**src/rtl/paddle_bank.sv**
```systemverilog
// Multi-channel quadrature paddle front end: debounce, 4x decode, bounded position.
// Define PADDLE_WRAP_EN for modulo-FIELD position and cyclic mask.
module paddle_bank #(
  parameter int CHANNELS          = 2,
  parameter int HIST_LEN          = 16,
  parameter int FIELD             = 32,
  parameter int PADDLE_LEN        = 8,
  parameter int QUARTERS_PER_STEP = 4,
  parameter int POS_W             = 5
) (
  input  logic                      clk,
  input  logic                      reset,
  input  logic                      center,
  input  logic [CHANNELS-1:0]       quad_a,
  input  logic [CHANNELS-1:0]       quad_b,
  output logic [CHANNELS*POS_W-1:0] paddle_pos,
  output logic [CHANNELS*FIELD-1:0] paddle_mask,
  output logic [CHANNELS-1:0]       step_strobe,
  output logic [CHANNELS-1:0]       quad_err
);

  localparam logic [POS_W-1:0] CTR_P =
    POS_W'((FIELD - PADDLE_LEN) / 2);
  localparam logic signed [3:0] QP = 4'(QUARTERS_PER_STEP);
  localparam logic signed [3:0] QN = -QP;

  function automatic logic [FIELD-1:0] mask_of(
    input logic [POS_W-1:0] p
  );
    logic [FIELD-1:0] m;
    m = '0;
    for (int r = 0; r < FIELD; r++) begin
      if (((r + FIELD - int'(p)) % FIELD) < PADDLE_LEN)
        m[r] = 1'b1;
    end
    return m;
  endfunction

  // Gray phase index: 00->0, 01->1, 11->2, 10->3
  function automatic logic [1:0] gidx(input logic [1:0] ab);
    logic [1:0] g;
    case (ab)
      2'b00:   g = 2'd0;
      2'b01:   g = 2'd1;
      2'b11:   g = 2'd2;
      default: g = 2'd3;
    endcase
    return g;
  endfunction

  for (genvar i = 0; i < CHANNELS; i++) begin : g_ch
    logic [1:0]          sa, sb;
    logic [HIST_LEN-1:0] ha, hb;
    logic                da, db, da_n, db_n;
    logic                a_uni, b_uni;
    logic                valid;
    logic [1:0]          prev, cur, dlt;
    logic signed [3:0]   acc, acc_n;
    logic                fwd, rev, bad, up, dn, mv;
    logic [POS_W-1:0]    pos, pos_n;
    logic [FIELD-1:0]    mask;
    logic                stb, err;

    always_comb begin
      a_uni = (&ha) | ~(|ha);
      b_uni = (&hb) | ~(|hb);
      da_n  = (&ha) ? 1'b1 : (~(|ha) ? 1'b0 : da);
      db_n  = (&hb) ? 1'b1 : (~(|hb) ? 1'b0 : db);
      cur   = {da_n, db_n};
      dlt   = gidx(cur) - gidx(prev);
      fwd   = valid && (dlt == 2'd1);
      rev   = valid && (dlt == 2'd3);
      bad   = valid && (dlt == 2'd2);
      acc_n = acc;
      if (fwd) acc_n = acc + 4'sd1;
      if (rev) acc_n = acc - 4'sd1;
      up    = (acc_n == QP);
      dn    = (acc_n == QN);
      mv    = 1'b0;
      pos_n = pos;
`ifdef PADDLE_WRAP_EN
      if (up) begin
        mv    = 1'b1;
        pos_n = (pos == POS_W'(FIELD - 1)) ? '0 : pos + 1'b1;
      end else if (dn) begin
        mv    = 1'b1;
        pos_n = (pos == '0) ? POS_W'(FIELD - 1) : pos - 1'b1;
      end
`else
      if (up && pos != POS_W'(FIELD - PADDLE_LEN)) begin
        mv    = 1'b1;
        pos_n = pos + 1'b1;
      end else if (dn && pos != '0) begin
        mv    = 1'b1;
        pos_n = pos - 1'b1;
      end
`endif
    end

    always_ff @(posedge clk or negedge reset) begin
      if (!reset) begin
        sa    <= '0;
        sb    <= '0;
        ha    <= '0;
        hb    <= '0;
        da    <= 1'b0;
        db    <= 1'b0;
        valid <= 1'b0;
        prev  <= '0;
        acc   <= '0;
        pos   <= CTR_P;
        mask  <= mask_of(CTR_P);
        stb   <= 1'b0;
        err   <= 1'b0;
      end else begin
        sa <= {sa[0], quad_a[i]};
        sb <= {sb[0], quad_b[i]};
        ha <= {ha[HIST_LEN-2:0], sa[1]};
        hb <= {hb[HIST_LEN-2:0], sb[1]};
        da <= da_n;
        db <= db_n;
        if (valid) begin
          prev <= cur;
        end else if (a_uni && b_uni) begin
          valid <= 1'b1;
          prev  <= cur;
        end
        if (center) begin
          pos  <= CTR_P;
          mask <= mask_of(CTR_P);
          acc  <= '0;
          err  <= 1'b0;
          stb  <= 1'b0;
        end else begin
          acc <= (up || dn) ? 4'sd0 : acc_n;
          stb <= mv;
          if (bad) err <= 1'b1;
          if (mv) begin
            pos  <= pos_n;
            mask <= mask_of(pos_n);
          end
        end
      end
    end

    assign paddle_pos[i*POS_W +: POS_W]  = pos;
    assign paddle_mask[i*FIELD +: FIELD] = mask;
    assign step_strobe[i]                = stb;
    assign quad_err[i]                   = err;
  end

endmodule

```
**config.mk**
```make
export PLATFORM = sky130hd
export DESIGN_NAME = paddle_bank
export DESIGN_NICKNAME = d
export VERILOG_FILES = /design/src/rtl/paddle_bank.sv
export SDC_FILE = /design/constraint.sdc
export NUM_CORES = 1
export LEC_CHECK = 0
export ABC_AREA = 1
export CAP_MARGIN = 15
export CELL_PAD_IN_SITES_DETAIL_PLACEMENT = 0
export CELL_PAD_IN_SITES_GLOBAL_PLACEMENT = 1
export CORE_ASPECT_RATIO = 1.25
export CORE_MARGIN = 8
export CORE_UTILIZATION = 35
export CTS_CLUSTER_DIAMETER = 80
export DETAILED_ROUTE_END_ITERATION = 7
export PLACE_DENSITY = 0.66
export SLEW_MARGIN = 20
export SYNTH_ARGS = -nofsm -noshare
export SYNTH_HDL_FRONTEND = slang
export SYNTH_SLANG_ARGS = --single-unit
```
**constraint.sdc**
```tcl
create_clock -name clk -period 7.8 [get_ports clk]
set_input_delay 0.78 -clock clk [delete_from_list [all_inputs] [get_ports clk]]
set_output_delay 0.78 -clock clk [all_outputs]
set_load 0.05 [all_outputs]
```
==> metrics <==
fmax=221.8 MHz; layout cells sized above 1=14.21%; Setup CP Type=reg -> reg; final slew viol count=0; gr ovfl total=0; Largest stage delay, worst path=510 ps; Compound-Gate Fraction of Synth Area=5.222%; hold_sp=g_ch[1].sa[0]; worst hold path class=reg -> reg; multi-input logic area=3099 sq um; Die Width=148.8 um; Die Ht=182.0 um; origin of the critical flop-to-flop path=g_ch[1].hb[3]; synthesized area per cell=9.217 sq um; final wirelength=18100 um; Syn-to-layout area delta=22.22%; Arrival @ worst endpoint=4840 ps; Detailed Place HPWL=12720 um; area of the mapped netlist=7715 sq um; # fillers=2174; leak pwr=4.409 nW; Slew @ Worst Pin=874.0 ps; wire per inst=14.90 um; port buffer count=84; Global Route Usage Sum=13.96%; combinational family with the most area after synthesis=simple AND/OR/NAND/NOR gates; Setup-failing EPs final=0; Setup crit start=g_ch[1].hb[3]; largest net degree at the start of global routing=113; final hold slack=349.3 ps; synth unique cells=41; DRC=0; clk_lat worst skew=440 ps; post-synthesis mux area share=0%; status=finished clean; drt initial violations=252; slew margin rel.=41.73%; Initial Utilization=35.68%; post-synth top area share=48.01%; ys flop type=dfrtp_1; count leader, synth=nand2_1; drt first pass iters=5; max cap viols=0; total number of vias=5730; post-synthesis sequential area ratio=54.82%; setup TNS=0 ps; Startpoint Class=flop; Cell Pwr Density=193.7 nW/um^2; antenna violations before repair=0; Setup Buffers After CTS=0; Num CTS Buffers=17; R2R depth=24; Final Wtd Congestion=0.7802; WHS Path Cells=0; Synth Area in XOR/XNOR=2.725%; core area=21620 sq um; Worst Setup End Kind=flop; Syn Inst Count=837; clock sinks=168; simple-gate share of the synthesized area=28.98%; CTS Buffer Depth=2; CP Cell Sequence=or4_1 > nor3_1 > inv_1 > nand2_1 > nand2_1 > inv_1 > ha_1 > ha_1 > nor2_4 > nand3_1 > nand2_1 > nand2_1 > nand2_2 > nand2_2 > nor2_8 > nand2_2 > inv_1 > nand2_1 > nand2_1 > inv_2 > nand2_1 > nand2_1 > nand3_1 > nand2_1; Die ar.=27080 sq um; Top cell by count, worst path=nand2_1; cts hold-fix bufs=0; fin worst setup slack=3291 ps; I/O pin count=85; Nets=950; post-synthesis adder-cell area fraction=3.244%; synth warn=0; Setup WS pre-CTS=3278 ps; Peak supply drop=142.6 uV; min Tclk post-route=4509 ps; CP max stage cell=or4_1; Critical Path RT=8140 ps; Final Hold Viols=0; EDFF count, synth=0; dominant cells by area after synthesis=dfrtp_1 (48%), nand2_1 (12%), dfstp_2 (6.8%); critical path depth in cells=24; number of routed nets with antenna violations=0; Worst Path Buf+Inv=4; first-pass GRT wire length=30370 um; vias in the first global route=5842; Seq. cell area=4229 sq um; CTS tree=yes; flops & latches, synth=168; Via-to-Cell Ratio=4.716; period utilization=57.80%; Core Rows=60; H-tree depth=4; clk slew on worst S/H paths=70 ps; RSZ-0062 raised after global routing=no; Worst Path Max Fanout=11; diodes inserted=0; CP delay by family, top=simple AND/OR/NAND/NOR gates; FFs w/ async S/R, synth=100.0%; list of most frequent post-synthesis cells=nand2_1 (239), dfrtp_1 (148), inv_1 (67); area leader, netlist=dfrtp_1; Clock Root Buffer=clkbuf_16; Post-CTS Resized=0; Clock Skew=22.50 ps; Net Count, Synth=864
[cell families after synthesis]
logic type,Yosys count
XOR/XNOR,24
AO/OA/AOI/OAI,73
flip-flops,168
buffers and inverters,93
adder cells (fa/ha/maj),20
AND/OR/NAND/NOR,459
[worst reg2reg max path, delay by kind of cell, from the launching register on]
kind / cells / cell delay [ps]
DFF: 1 / 390
adders and majority gates: 2 / 580
and+or+nand+nor: 18 / 2910
buffers and inverters: 4 / 540
[power by group]
part | leakage [nW] | internal (W) | switching [W]
Sequential | 2.10 | 0.000891 | 0.0000131
Clock | 0.296 | 0.000518 | 0.000369
Combinational | 2.01 | 0.00000755 | 0.0000283
[worst paths after layout]
path | slack [ps] | to
worst max-delay path | 3290 | g_ch[1].mask[2]
worst min-delay path | 350 | g_ch[1].sa[1]
worst max register to register | 3290 | g_ch[1].mask[2]
worst min register to register | 350 | g_ch[1].sa[1]
max in group asynchronous | 6020 | g_ch[0].acc[0]
min in group asynchronous | 450 | g_ch[1].ha[15]
[per-stage QoR]
| step | cells | util (%) | power (W) | cell area (sq um) |
|---|---|---|---|---|
| 5_1_grt | 1215 | 43.61 | 0.001893 | 9429 |
| 4_1_cts | 1215 | 43.60 | 0.001856 | 9427 |
| 3_3_place_gp | 1183 | 40.78 | 0.0009579 | 8816 |
| 3_5_place_dp | 1183 | 40.78 | 0.0009580 | 8816 |
| 2_1_floorplan | 837 | - | 0.0009282 | 7715 |
| 6_report | 1215 | 43.61 | 0.001826 | 9429 |
[registers in the layout, indices dropped and copies added, names as in the netlist]
name,cells
g_ch.err,2
g_ch.valid,2
g_ch.sb,4
g_ch.pos,10
g_ch.acc,8
g_ch.da,2
g_ch.mask,64
g_ch.prev,4
g_ch.sa,4
g_ch.db,2
g_ch.ha,32
g_ch.hb,32
g_ch.stb,2
[cell type report]
class | count | share of cell area (%)
well taps | 279 | 3.702
flip-flops and latches | 168 | 44.85
repair buffers | 87 | 9.196
inverters | 73 | 2.906
clock inverters | 12 | 1.738
clock buffers | 20 | 4.737
multi-input cells | 576 | 32.87
[routing by layer]
metal  track usage, %  vias to the layer above  wire length, um
met4            4.775                        0              229
li1                 -                     2882                -
met5                0                        -                0
met3            4.403                       10              891
met1            17.37                     2741             8384
met2            22.40                       97             8593
[cell usage in the layout, fill, tap and decap left out, types with 2 or more instances in the layout]
cell	count
a21oi_1	9
clkbuf_8	2
nand3_1	57
clkdlybuf4s50_1	83
nor2_8	2
dfstp_2	20
o21ai_2	4
o21ai_0	28
or2_2	4
bufinv_16	3
ha_1	20
nand2_2	32
or2_0	3
nand2_4	7
a31oi_1	2
dfrtp_1	148
inv_6	4
xor2_1	22
or4_1	3
nand2_1	239
nand3_2	6
inv_2	5
clkbuf_1	2
inv_1	67
nand4_1	23
buf_4	3
nor3_1	6
nor2_2	8
nor4_1	17
nor2_4	7
nor2_1	40
o21ai_1	26
xnor2_1	2
clkbuf_16	17
clkinv_4	3
No activity file was read; power rests on OpenSTA's default activity.
